<file path="src/rtl/rv_pkg.sv">
// Shared RISC-V core definitions: fetch FSM states, reset vector, NOP and the
// major opcodes the decoder switches on.
package rv_pkg;

    typedef enum logic [1:0] {
        IDLE  = 2'd0,
        FETCH = 2'd1,
        WAIT  = 2'd2,
        ISSUE = 2'd3
    } fetch_state_t;

    localparam logic [31:0] NOP_INSTR        = 32'h0000_0013;
    localparam logic [31:0] DEFAULT_RESET_PC = 32'h0000_0000;

    localparam logic [6:0] OP_LOAD   = 7'b0000011;
    localparam logic [6:0] OP_IMM    = 7'b0010011;
    localparam logic [6:0] OP_STORE  = 7'b0100011;
    localparam logic [6:0] OP_REG    = 7'b0110011;
    localparam logic [6:0] OP_BRANCH = 7'b1100011;
    localparam logic [6:0] OP_JAL    = 7'b1101111;

endpackage

</file>
<file path="src/rtl/fetch_unit_if.sv">
// Bundle between the fetch unit, instruction memory and the decode stage.
//
// Handshakes: a request transfers on an edge where imem_req_valid and
// imem_req_ready are both high; the requester holds valid and address stable
// until then. The response has no ready: imem_rsp_valid is a one-cycle pulse
// the fetch unit must take. The instruction transfers to decode on an edge
// where instr_valid and instr_ready are both high; instr and pc stay stable
// until then, and pc_src/pc_target are only meaningful on that edge.
interface fetch_unit_if #(
    parameter int N = 32
);
    logic         imem_req_valid;
    logic         imem_req_ready;
    logic [N-1:0] imem_addr;
    logic         imem_rsp_valid;
    logic [31:0]  imem_rsp_data;
    logic [31:0]  instr;
    logic         instr_valid;
    logic         instr_ready;
    logic [N-1:0] pc;
    logic [N-1:0] pc_plus4;
    logic         pc_src;
    logic [N-1:0] pc_target;

    modport master (
        output imem_req_valid,
        output imem_addr,
        output instr,
        output instr_valid,
        output pc,
        output pc_plus4,
        input  imem_req_ready,
        input  imem_rsp_valid,
        input  imem_rsp_data,
        input  instr_ready,
        input  pc_src,
        input  pc_target
    );

    modport slave (
        input  imem_req_valid,
        input  imem_addr,
        input  instr,
        input  instr_valid,
        input  pc,
        input  pc_plus4,
        output imem_req_ready,
        output imem_rsp_valid,
        output imem_rsp_data,
        output instr_ready,
        output pc_src,
        output pc_target
    );

endinterface

</file>
<file path="src/rtl/fetch_unit_pc_next.sv">
// Next-PC selection: sequential pc+4 or the branch target forced to a word
// boundary. Purely combinational, wraps modulo 2^N.
module pc_next #(
    parameter int N = 32
) (
    input  logic [N-1:0] i_pc,
    input  logic         i_pc_src,
    input  logic [N-1:0] i_pc_target,
    output logic [N-1:0] o_pc_plus4,
    output logic [N-1:0] o_pc_next
);

    localparam logic [N-1:0] ALIGN_MASK = {{(N-2){1'b1}}, 2'b00};

    logic [N-1:0] w_target_aligned;

    assign o_pc_plus4       = i_pc + N'(4);
    assign w_target_aligned = i_pc_target & ALIGN_MASK;
    assign o_pc_next        = i_pc_src ? w_target_aligned : o_pc_plus4;

endmodule

</file>
<file path="src/rtl/fetch_unit.sv">
// Instruction fetch stage: owns the PC, issues one word read at a time and
// holds the returned instruction until decode accepts it.
module fetch_unit
    import rv_pkg::*;
#(
    parameter int           N        = 32,
    parameter logic [N-1:0] RESET_PC = N'(DEFAULT_RESET_PC)
) (
    input  logic         clk,
    input  logic         rst,
    fetch_unit_if.master bus,
    output fetch_state_t o_dbg_state
);

    fetch_state_t r_state;
    logic [N-1:0] r_pc;
    logic [31:0]  r_instr;
    logic         r_req_valid;
    logic         r_instr_valid;

    logic [N-1:0] w_pc_plus4;
    logic [N-1:0] w_pc_next;

    pc_next #(
        .N(N)
    ) u_pc_next (
        .i_pc        (r_pc),
        .i_pc_src    (bus.pc_src),
        .i_pc_target (bus.pc_target),
        .o_pc_plus4  (w_pc_plus4),
        .o_pc_next   (w_pc_next)
    );

    // Valid flags are registered alongside the state so no input reaches them
    // combinationally.
    always_ff @(posedge clk or posedge rst) begin
        if (rst) begin
            r_state       <= IDLE;
            r_pc          <= RESET_PC;
            r_instr       <= NOP_INSTR;
            r_req_valid   <= 1'b0;
            r_instr_valid <= 1'b0;
        end else begin
            case (r_state)
                IDLE: begin
                    r_state     <= FETCH;
                    r_req_valid <= 1'b1;
                end
                FETCH: begin
                    if (bus.imem_req_ready) begin
                        r_state     <= WAIT;
                        r_req_valid <= 1'b0;
                    end
                end
                WAIT: begin
                    if (bus.imem_rsp_valid) begin
                        r_instr       <= bus.imem_rsp_data;
                        r_state       <= ISSUE;
                        r_instr_valid <= 1'b1;
                    end
                end
                ISSUE: begin
                    if (bus.instr_ready) begin
                        r_pc          <= w_pc_next;
                        r_state       <= FETCH;
                        r_instr_valid <= 1'b0;
                        r_req_valid   <= 1'b1;
                    end
                end
                default: begin
                    r_state       <= IDLE;
                    r_req_valid   <= 1'b0;
                    r_instr_valid <= 1'b0;
                end
            endcase
        end
    end

    assign bus.imem_req_valid = r_req_valid;
    assign bus.imem_addr      = r_pc;
    assign bus.instr          = r_instr;
    assign bus.instr_valid    = r_instr_valid;
    assign bus.pc             = r_pc;
    assign bus.pc_plus4       = w_pc_plus4;
    assign o_dbg_state        = r_state;

endmodule
</file>
<file path="src/flat_wrapper.sv">
// flat-port wrapper written by rule: the top's interface ports become plain ports
module fetch_unit_flat import rv_pkg::*;
#(
    parameter int           N        = 32,
    parameter logic [N-1:0] RESET_PC = N'(DEFAULT_RESET_PC)
)
  (clk, rst, o_dbg_state, bus_imem_req_valid, bus_imem_addr, bus_instr, bus_instr_valid, bus_pc, bus_pc_plus4, bus_imem_req_ready, bus_imem_rsp_valid, bus_imem_rsp_data, bus_instr_ready, bus_pc_src, bus_pc_target);
  fetch_unit_if #(.N(N)) bus_i ();
  input  logic clk;
  input  logic rst;
  output fetch_state_t o_dbg_state;
  output wire logic [$bits(bus_i.imem_req_valid)-1:0] bus_imem_req_valid;
  output wire logic [$bits(bus_i.imem_addr)-1:0] bus_imem_addr;
  output wire logic [$bits(bus_i.instr)-1:0] bus_instr;
  output wire logic [$bits(bus_i.instr_valid)-1:0] bus_instr_valid;
  output wire logic [$bits(bus_i.pc)-1:0] bus_pc;
  output wire logic [$bits(bus_i.pc_plus4)-1:0] bus_pc_plus4;
  input wire logic [$bits(bus_i.imem_req_ready)-1:0] bus_imem_req_ready;
  input wire logic [$bits(bus_i.imem_rsp_valid)-1:0] bus_imem_rsp_valid;
  input wire logic [$bits(bus_i.imem_rsp_data)-1:0] bus_imem_rsp_data;
  input wire logic [$bits(bus_i.instr_ready)-1:0] bus_instr_ready;
  input wire logic [$bits(bus_i.pc_src)-1:0] bus_pc_src;
  input wire logic [$bits(bus_i.pc_target)-1:0] bus_pc_target;
  assign bus_imem_req_valid = bus_i.imem_req_valid;
  assign bus_imem_addr = bus_i.imem_addr;
  assign bus_instr = bus_i.instr;
  assign bus_instr_valid = bus_i.instr_valid;
  assign bus_pc = bus_i.pc;
  assign bus_pc_plus4 = bus_i.pc_plus4;
  assign bus_i.imem_req_ready = bus_imem_req_ready;
  assign bus_i.imem_rsp_valid = bus_imem_rsp_valid;
  assign bus_i.imem_rsp_data = bus_imem_rsp_data;
  assign bus_i.instr_ready = bus_instr_ready;
  assign bus_i.pc_src = bus_pc_src;
  assign bus_i.pc_target = bus_pc_target;
  fetch_unit #(.N(N), .RESET_PC(RESET_PC)) u_core (.clk(clk), .rst(rst), .bus(bus_i), .o_dbg_state(o_dbg_state));
endmodule
</file>
<file path="config.mk">
export PLATFORM = sky130hd
export DESIGN_NAME = fetch_unit_flat
export DESIGN_NICKNAME = d
export VERILOG_FILES = /design/src/rtl/rv_pkg.sv /design/src/rtl/fetch_unit_if.sv /design/src/rtl/fetch_unit_pc_next.sv /design/src/rtl/fetch_unit.sv /design/src/flat_wrapper.sv
export SDC_FILE = /design/constraint.sdc
export NUM_CORES = 1
export LEC_CHECK = 0
export BUFFER_PORTS_ARGS = -buffer_cell sky130_fd_sc_hd__buf_4
export CAP_MARGIN = 20
export CORE_UTILIZATION = 23
export CTS_BUF_LIST = sky130_fd_sc_hd__clkbuf_4 sky130_fd_sc_hd__clkbuf_8 sky130_fd_sc_hd__clkbuf_16
export DETAILED_ROUTE_END_ITERATION = 12
export SETUP_SLACK_MARGIN = 0.2
export SYNTH_ARGS = -nofsm -noshare
export SYNTH_HDL_FRONTEND = slang
export SYNTH_SLANG_ARGS = --single-unit
</file>
<file path="constraint.sdc">
create_clock -name clk -period 2.9 [get_ports clk]
set_input_delay 0.145 -clock clk [delete_from_list [all_inputs] [get_ports clk]]
set_output_delay 0.145 -clock clk [all_outputs]
set_load 0.05 [all_outputs]
</file>
# Word-level counts from Yosys, hierarchy flattened
# Index checks and enable logic that the tools add are counted.
# Widths: inputs -> output; s select.
# op_classes
eq_ne	6
addsub	1
n_reduce_logical	8
n_mux	11
# ops
operator	count
$add 32x3->32 const B	1
$mux 32	1
$reduce_and 3->1	3
$pmux 2 s4	1
$mux 2	3
$ne 2x2->1 const B	3
$eq 2x2->1 const B	2
$mux 1	4
$reduce_and 2->1	2
$pmux 1 s3	1
$reduce_bool 3->1	1
$eq 2x1->1 const B	1
$logic_not 2->1	1
$pmux 1 s2	1
$reduce_bool 2->1	1
# totals
reg_bits	68
inputBits	70
output_inout_bits	132

# Logic depth before layout (Yosys ltp)
# Gate-level depths: netlist of run 1.
# depth
ltp_word	3
depth_mapped	7
ltp_nobuf	7

# Cells and area by module
# A second synthesis of run 1 with hierarchy kept.
# hier_totals
cells_unflattened	362
area_unflattened_um2	3963.8
# by_module_without_submodules
mod	seq_area_each_um2	cells_per_inst	instances	area_per_inst_um2
fetch_unit	1705.4	190	1	2854.0
pc_next	0.0	172	1	1109.8

# Worst setup path before layout of run 1
# No wires, ideal clock.
# synth_path
path_kind	flip-flop to output port
start	register u_core.r_pc[2], in the netlist u_core.bus.imem_addr[2]
end	output bus_pc_plus4[28]
slack_ns	0.005
stages_incl_launch_ff	6
path_buffers	0
t_arrival_ns	2.750
path_cell_list	dfrtp_1 -> ha_1 -> nand3_2 -> or3_1 -> or3_4 -> xnor2_1
# synth_between
elab_chain_cells	1
# synth_lines
item	line	source
start: declaration	fetch_unit.sv:16	logic [N-1:0] r_pc;
start signal: assignment	fetch_unit.sv:64	r_pc <= w_pc_next;
$add 32x3->32	fetch_unit_pc_next.sv:17	assign o_pc_plus4 = i_pc + N'(4);
end: declaration	flat_wrapper.sv:17	output wire logic [$bits(bus_i.pc_plus4)-1:0] bus_pc_plus4;
# No other way between the ends.

# Worst setup path in the final report of run 1
# Same ends and word-level chain as after synthesis.

==> results of run 1 <==
## cell usage in the layout, fill, tap and decap left out, drive strengths merged, types with 10 or more instances in the layout
cell    netlist  routed
mux2         32      32
nor2         18      18
nand2        34      34
clkbuf       13      10
nand3        18      18
xor2         16      16
dfrtp        63      63
nor3         16      16
a21oi        19      19
xnor2        12      12
o21ai        17      17
buf          45     202
## cell families after synthesis
| logic type | Yosys count |
|---|---|
| AO/OA/AOI/OAI | 81 |
| XOR/XNOR | 28 |
| adder cells (fa/ha/maj) | 4 |
| buffers and inverters | 67 |
| flip-flops | 66 |
| multiplexers | 37 |
| other | 1 |
| AND/OR/NAND/NOR | 119 |
## registers in the layout, indices dropped and copies added, names as in the netlist
| name | flops |
|---|---|
| u_core.bus.instr_valid | 1 |
| u_core.bus.instr | 32 |
| u_core.bus.imem_req_valid | 1 |
| u_core.bus.imem_addr | 30 |
| u_core.o_dbg_state | 2 |
## final timing paths
path | from | to | cells after the start
max | u_core.bus.imem_addr[2] | bus_pc_plus4[28] | 6
max in group asynchronous | rst | u_core.bus.imem_addr[2] | 3
min in group asynchronous | rst | u_core.bus.instr[14] | 3
min | bus_imem_rsp_data[15] | u_core.bus.instr[15] | 2
min reg2reg | u_core.bus.imem_req_valid | u_core.bus.imem_req_valid | 2
max reg2reg | u_core.bus.imem_addr[2] | u_core.bus.imem_addr[28] | 6
## cell usage after synthesis (8+ instances only)
cell / instances
a21oi_1: 19
mux2_2: 32
a31oi_1: 9
xor2_1: 16
and3_1: 9
inv_1: 8
nor2_1: 18
nand3_1: 16
o21ai_0: 16
dfrtp_1: 63
xnor2_1: 12
nor3_1: 13
nand2_1: 34
buf_4: 36
clkbuf_1: 13
## what timing repair did
item / 4_1_cts / 5_1_grt
gates resized for setup: 3 / 4
endpoints found under the setup margin: 8 / 10
pin swaps: 0 / 0
## stage by stage
step / worst slack, ns / util, % / instance area (sq um)
after floorplan: 0.206 / - / 4030
after global placement: 0.395 / 32.6 / 5450
after detailed placement: 0.342 / 32.6 / 5450
after CTS: 0.219 / 34.7 / 5790
after global routing: 0.191 / 34.7 / 5800
final: 0.331 / 34.8 / 5810
## worst register-to-register path: stages, from the launching register on
cell and delay [ns]:
dfrtp_2 0.44, ha_1 0.22, nand3_2 0.13, or3_4 0.51, or3_4 0.46, a21oi_1 0.16, a2bb2oi_1 0.16
## routing by layer
metal | GRT usage, % | up-vias | share of wire, %
met4 | 4.99 | 0 | 1.4
met1 | 15.9 | 1700 | 41
li1 | - | 1706 | -
met5 | 0 | - | 0
met2 | 22.8 | 181 | 48
met3 | 5.44 | 15 | 10
## cell type report
cell class	instances	share of cell area [%]
Multi-Input combinational cell	275	34.4
Sequential cell	66	28.6
Timing Repair Buffer	202	26.1
Tap cell	220	4.74
Clock buffer	10	4.01
Clock inverter	6	1.57
Inverter	9	0.582
Antenna cell	1	0.0431
==> flow_results.xml, run 1 <==
<?xml version="1.0" encoding="UTF-8"?>
<metrics>
  <group name="run_status">
    <metric name="result_of_the_run" unit="">finished clean</metric>
  </group>
  <group name="logic_synthesis">
    <metric name="synth_compound_gate_area_share" unit="%">13.3</metric>
    <metric name="synth_adder_area_share" unit="%">1.27</metric>
    <metric name="dominant_combinational_cell_family_by_area_after_synthesis" unit="">simple AND/OR/NAND/NOR gates</metric>
    <metric name="synth_flop_cell" unit="">dfrtp_1</metric>
    <metric name="synth_xor_area_share" unit="%">6.20</metric>
    <metric name="synth-warning-count" unit="">0</metric>
    <metric name="synthMuxAreaShare" unit="%">10.4</metric>
    <metric name="netlist_top_cells_area" unit="">dfrtp_1, mux2_2, buf_4</metric>
    <metric name="ys_ff_latch" unit="">66</metric>
    <metric name="synthesis.area" unit="sq um">3950</metric>
    <metric name="synth_sequential_area_ratio" unit="%">41.9</metric>
    <metric name="synth.avg_cell_area" unit="sq um">9.81</metric>
    <metric name="postSynth.asyncResetShare" unit="%">100</metric>
    <metric name="synthDominantAreaCellType" unit="">dfrtp_1</metric>
    <metric name="yosys.area_share.simple" unit="%">16.6</metric>
    <metric name="post_synth_edffs" unit="">0</metric>
    <metric name="ys_types" unit="">47</metric>
    <metric name="syn-instance-count" unit="">403</metric>
    <metric name="yosys.area.top_type_share" unit="%">39.9</metric>
  </group>
  <group name="setup_path">
    <metric name="crit_chain" unit="">ha_1 -&gt; nand3_2 -&gt; or3_4 -&gt; or3_4 -&gt; xnor2_2 -&gt; buf_4</metric>
    <metric name="cp_num_buf_inv" unit="">1</metric>
    <metric name="critical_path.slowest_cell" unit="">or3_4</metric>
    <metric name="worstPathRequired" unit="ns">2.76</metric>
    <metric name="crit_type" unit="">reg2out</metric>
    <metric name="crit_path_start_kind" unit="">flop</metric>
    <metric name="path_max_fanout" unit="">11</metric>
    <metric name="critPathTopFamily" unit="">simple AND/OR/NAND/NOR gates</metric>
    <metric name="timing.critical_path.mode_cell" unit="">or3_4</metric>
    <metric name="rrSetupSlack" unit="ns">0.75</metric>
    <metric name="critPathCaptureType" unit="">output port</metric>
    <metric name="cp_data_arrival_time" unit="ns">2.42</metric>
    <metric name="critPathMaxStageDelay" unit="ns">0.51</metric>
  </group>
  <group name="clock_tree">
    <metric name="clkLatencyLatePin" unit="ns">0.34</metric>
    <metric name="tritoncts" unit="">yes</metric>
    <metric name="htree_levels" unit="">3</metric>
    <metric name="path_clk_slew" unit="ns">0.06</metric>
    <metric name="clk_root_buffer_cell" unit="">clkbuf_16</metric>
    <metric name="cts_max_path_buffers" unit="">2</metric>
    <metric name="cts_hold_buffers" unit="">0</metric>
    <metric name="cts_sinks" unit="">66</metric>
    <metric name="cts_post_setup_buffers_inserted" unit="">0</metric>
    <metric name="numCtsBuffers" unit="">9</metric>
  </group>
  <group name="sta">
    <metric name="hold-worst-slack" unit="ns">0.0285</metric>
    <metric name="fin_worst_skew" unit="ns">0.00989</metric>
    <metric name="tightestPinTransition" unit="ns">0.933</metric>
    <metric name="timing_hold_violations_final" unit="">0</metric>
    <metric name="finalSetupViolations" unit="">0</metric>
    <metric name="setup_tns" unit="ns">0</metric>
    <metric name="setup_repair_after_global_routing_missed_its_margin" unit="">yes</metric>
    <metric name="post-route-min-period" unit="ns">2.57</metric>
    <metric name="period_share" unit="%">88.6</metric>
    <metric name="finalMaxSlewViolations" unit="">0</metric>
    <metric name="fmax" unit="GHz">0.389</metric>
    <metric name="slew_headroom" unit="%">37.8</metric>
  </group>
  <group name="global_route">
    <metric name="residual_overflow_from_global_routing" unit="">0</metric>
    <metric name="grt_antenna_before_repair" unit="">1</metric>
    <metric name="largest_net_degree_at_the_start_of_global_routing" unit="">67</metric>
    <metric name="via_count_of_the_first_global_routing_pass" unit="">3537</metric>
    <metric name="grt_first_pass_wirelength" unit="microns">18800</metric>
    <metric name="grt_util_all_layers" unit="%">13.7</metric>
  </group>
  <group name="cells_and_area">
    <metric name="multi_input_gate_area" unit="sq um">2000</metric>
    <metric name="layout.cells.non_filler" unit="">789</metric>
    <metric name="area_of_all_sequential_standard_cells" unit="sq um">1660</metric>
    <metric name="layout-drive-gt1-share" unit="%">49.1</metric>
    <metric name="flow.area_growth_from_synthesis" unit="%">46.8</metric>
    <metric name="finish.net_count" unit="">637</metric>
    <metric name="fillCellCount" unit="">1716</metric>
  </group>
  <group name="drt">
    <metric name="vias" unit="">3602</metric>
    <metric name="drt_wl_total" unit="microns">11900</metric>
    <metric name="drcViolationCount" unit="">0</metric>
    <metric name="initial_drt_pass_iterations" unit="">5</metric>
    <metric name="post_drt_wl_per_cell" unit="microns">15.1</metric>
    <metric name="ant_nets" unit="">0</metric>
    <metric name="drtIter0Drc" unit="">154</metric>
    <metric name="routed_via_density" unit="">4.57</metric>
  </group>
  <group name="floorplanning">
    <metric name="chipHeight" unit="microns">133</metric>
    <metric name="design.die.area" unit="sq um">17700</metric>
    <metric name="io_pins" unit="">202</metric>
    <metric name="die_width" unit="microns">133</metric>
    <metric name="coreArea" unit="sq um">16700</metric>
    <metric name="initial_utilization" unit="%">23.7</metric>
    <metric name="placement_rows" unit="">47</metric>
  </group>
  <group name="place">
    <metric name="place.gp.congestion" unit="">0.719</metric>
    <metric name="port-buffer-count" unit="">193</metric>
    <metric name="detailed_place_hpwl" unit="microns">8630</metric>
    <metric name="placed_cells_incl_taps" unit="">772</metric>
  </group>
  <group name="worst_hold_path">
    <metric name="timing.hold.worst.class" unit="">in2reg</metric>
  </group>
  <group name="job">
    <metric name="maxCapViolations" unit="">0</metric>
  </group>
</metrics>
Power of run 1 is left out: the tool's default activity adds up to more than one toggle a clock period on the data nets, which glitch-free logic cannot reach.
==> run 2, diff against run 1 <==
--- a/config.mk
+++ b/config.mk
@@ -13,4 +13,5 @@
 export SETUP_SLACK_MARGIN = 0.2
 export SYNTH_ARGS = -nofsm -noshare
 export SYNTH_HDL_FRONTEND = slang
+export SYNTH_HIERARCHICAL = 1
 export SYNTH_SLANG_ARGS = --single-unit
==> run 2 against run 1 <==
Net effect:
- register-to-register slack got worse by 0.18 ns
- cell area up 3.2%
- core utilization grew 1.1 points
- critical path depth stayed put
- clock skew decreased by 0.0050 ns
- critical path type unchanged
- first-iteration DRC count shrank 47%
- hold slack better by 0.0071 ns
- die area grew 0.26%
- sequential cell count is 2 higher
- count of clock-buffer cells in the layout grew 2
- global-route usage about the same
==> flow_results.xml, run 2 <==
<?xml version="1.0" encoding="UTF-8"?>
<metrics>
  <group name="run_status">
    <metric name="result_of_the_run" unit="">finished clean</metric>
  </group>
  <group name="floorplanning">
    <metric name="placement_rows" unit="">47</metric>
    <metric name="design.die.area" unit="sq um">17800</metric>
    <metric name="die_width" unit="microns">133</metric>
    <metric name="chipHeight" unit="microns">133</metric>
    <metric name="coreArea" unit="sq um">16700</metric>
    <metric name="io_pins" unit="">202</metric>
    <metric name="initial_utilization" unit="%">23.7</metric>
  </group>
  <group name="setup_path">
    <metric name="timing.rr.start" unit="">u_core/bus.imem_addr[7]</metric>
    <metric name="critPathCaptureType" unit="">output port</metric>
    <metric name="cp_num_buf_inv" unit="">2</metric>
    <metric name="crit_chain" unit="">nand4_1 -&gt; buf_4 -&gt; or4_4 -&gt; or4b_1 -&gt; nand2_1 -&gt; buf_4</metric>
    <metric name="crit_path_start_kind" unit="">flop</metric>
    <metric name="rrSetupSlack" unit="ns">0.57</metric>
    <metric name="worstPathRequired" unit="ns">2.76</metric>
    <metric name="critical_path.slowest_cell" unit="">or4b_1</metric>
    <metric name="crit_type" unit="">reg2out</metric>
    <metric name="worst_r2r_path_depth" unit="">7</metric>
    <metric name="critPathTopFamily" unit="">simple AND/OR/NAND/NOR gates</metric>
    <metric name="cp_data_arrival_time" unit="ns">2.44</metric>
    <metric name="critPathMaxStageDelay" unit="ns">0.51</metric>
    <metric name="path_max_fanout" unit="">8</metric>
    <metric name="reg2reg_to" unit="">u_core/bus.imem_addr[30]</metric>
    <metric name="timing.critical_path.mode_cell" unit="">buf_4</metric>
  </group>
  <group name="sta">
    <metric name="post-route-min-period" unit="ns">2.59</metric>
    <metric name="fmax" unit="GHz">0.387</metric>
    <metric name="fin_worst_skew" unit="ns">0.00487</metric>
    <metric name="period_share" unit="%">89.2</metric>
    <metric name="setup_repair_after_global_routing_missed_its_margin" unit="">yes</metric>
    <metric name="slew_headroom" unit="%">41.1</metric>
    <metric name="finalSetupViolations" unit="">0</metric>
    <metric name="setup_tns" unit="ns">0</metric>
    <metric name="finalMaxSlewViolations" unit="">0</metric>
    <metric name="tightestPinTransition" unit="ns">0.881</metric>
    <metric name="timing_hold_violations_final" unit="">0</metric>
  </group>
  <group name="logic_synthesis">
    <metric name="syn_nets" unit="">437</metric>
    <metric name="synth.avg_cell_area" unit="sq um">10.9</metric>
    <metric name="synth-warning-count" unit="">6</metric>
    <metric name="synthesis.area" unit="sq um">3960</metric>
    <metric name="ys_ff_latch" unit="">68</metric>
    <metric name="yosys.area.top_type_share" unit="%">41.0</metric>
    <metric name="synth_top_cells_by_count" unit="">mux2_2, dfrtp_1, buf_4, nand2_1, nor2_1</metric>
    <metric name="postSynth.asyncResetShare" unit="%">100</metric>
    <metric name="synth_sequential_area_ratio" unit="%">43.0</metric>
    <metric name="netlist_top_cells_area" unit="">dfrtp_1, mux2_2, buf_4</metric>
    <metric name="syn-instance-count" unit="">362</metric>
    <metric name="ys_types" unit="">38</metric>
    <metric name="synthMostInstantiatedCell" unit="">mux2_2</metric>
    <metric name="synthDominantAreaCellType" unit="">dfrtp_1</metric>
    <metric name="post_synth_edffs" unit="">0</metric>
    <metric name="synth_flop_cell" unit="">dfrtp_1</metric>
  </group>
  <group name="drt">
    <metric name="initial_drt_pass_iterations" unit="">4</metric>
    <metric name="drtIter0Drc" unit="">81</metric>
    <metric name="routed_via_density" unit="">4.51</metric>
    <metric name="drt_wl_total" unit="microns">12200</metric>
    <metric name="ant_nets" unit="">0</metric>
    <metric name="post_drt_wl_per_cell" unit="microns">15.9</metric>
    <metric name="drcViolationCount" unit="">0</metric>
    <metric name="vias" unit="">3444</metric>
  </group>
  <group name="worst_hold_path">
    <metric name="timing.hold.worst.class" unit="">in2reg</metric>
    <metric name="holdCritStartpoint" unit="">bus_imem_rsp_data[5]</metric>
    <metric name="timing.hold.worst_path_depth" unit="">2</metric>
    <metric name="whs_endpoint" unit="">u_core/bus.instr[5]</metric>
  </group>
  <group name="clock_tree">
    <metric name="htree_levels" unit="">3</metric>
    <metric name="numCtsBuffers" unit="">9</metric>
    <metric name="cts_max_path_buffers" unit="">2</metric>
    <metric name="clkLatencyLatePin" unit="ns">0.33</metric>
    <metric name="path_clk_slew" unit="ns">0.06</metric>
    <metric name="cts_sinks" unit="">68</metric>
    <metric name="tritoncts" unit="">yes</metric>
    <metric name="clk_root_buffer_cell" unit="">clkbuf_16</metric>
  </group>
  <group name="global_route">
    <metric name="via_count_of_the_first_global_routing_pass" unit="">3393</metric>
    <metric name="largest_net_degree_at_the_start_of_global_routing" unit="">56</metric>
    <metric name="grt_antenna_before_repair" unit="">0</metric>
    <metric name="residual_overflow_from_global_routing" unit="">0</metric>
    <metric name="grt_util_all_layers" unit="%">13.7</metric>
    <metric name="grt_first_pass_wirelength" unit="microns">18600</metric>
  </group>
  <group name="place">
    <metric name="detailed_place_hpwl" unit="microns">9170</metric>
    <metric name="port-buffer-count" unit="">199</metric>
    <metric name="place.gp.congestion" unit="">0.748</metric>
  </group>
  <group name="cells_and_area">
    <metric name="layout-drive-gt1-share" unit="%">62.5</metric>
    <metric name="finish.net_count" unit="">614</metric>
    <metric name="most_frequent_cells_in_the_layout" unit="">buf_4, mux2_2, dfrtp_1, nand2_1, nor2_1</metric>
    <metric name="flow.area_growth_from_synthesis" unit="%">51.2</metric>
    <metric name="antenna_cells" unit="">0</metric>
    <metric name="layout_commonest_cell" unit="">buf_4</metric>
    <metric name="fillCellCount" unit="">1728</metric>
  </group>
  <group name="job">
    <metric name="maxCapViolations" unit="">0</metric>
  </group>
</metrics>
-- run 2: changes by cell type in the layout (fill, tap and decap cells not counted), moves of 7 or more --
cell     before  now
a21oi_1      19    0
buf_4       202  212
mux2_2       32   79
nand2_1      34   25
nand3_1      16    9
nor2b_1       0    7
nor3_1       10    3
o21a_1        7    0
o21ai_0      16    5
o22a_1        7    0
xor2_1        9    1
-- run 2: kinds of logic after synthesis --
| logic type | synth area share (%) |
|---|---|
| adder cells (fa/ha/maj) | 1.58 |
| multiplexers | 22.9 |
| buffers and inverters | 9.25 |
| XOR/XNOR | 3.98 |
| AO/OA/AOI/OAI | 5.43 |
| flip-flops | 43.0 |
| AND/OR/NAND/NOR | 13.8 |
-- run 2: final cells by class --
type | instances | area [sq um] | share of cell area (%)
multi-input cells | 235 | 2000 | 33.4
flip-flops and latches | 68 | 1720 | 28.6
repair buffers | 215 | 1640 | 27.4
well taps | 220 | 275 | 4.59
clock buffers | 12 | 267 | 4.45
clock inverters | 4 | 55.1 | 0.919
inverters | 10 | 38.8 | 0.647
-- run 2: worst max path at each step --
stage,start,cells after the start,to
finish,u_core/bus.imem_addr[7],6,bus_pc_plus4[24]
global route,u_core/bus.imem_addr[2],7,bus_pc_plus4[24]
CTS,u_core/bus.imem_addr[11],5,bus_pc_plus4[25]
detailed placement,u_core/bus.imem_addr[4],5,bus_pc_plus4[19]
global placement,u_core/bus.imem_addr[7],5,bus_pc_plus4[24]
floorplan,u_core/bus.imem_addr[2],6,u_core/bus.imem_addr[16]
-- run 2: through the flow --
stage	std cells	utilization [%]	area (sq um)	hold slack [ns]	setup WS [ns]
floorplan	362	-	4040	0.295	0.0756
finish	764	35.9	5990	0.0356	0.314
global route	764	35.9	5990	0.0192	0.165
detailed placement	741	33.3	5560	0.381	0.391
global placement	741	33.3	5560	0.377	0.420
CTS	762	35.6	5950	0.0165	0.196
-- run 2: metal layers --
layer	GRT usage [%]	routed length [microns]	up-vias	share of wire, %
li1	-	-	1622	-
met1	16.7	5130	1669	42
met2	22.3	5870	146	48
met3	5.14	1090	7	8.9
met4	4.04	94	0	0.77
met5	0	0	-	0
-- run 2: repair_timing --
item                                   CTS  global route
hold buffers                             0             1
buffers inserted                         5             0
resized for setup                        6             8
pin swaps                                2             1
setup endpoints to repair                8             8
endpoints found under the hold margin    0            26
Power of run 2 is left out for the same reason.
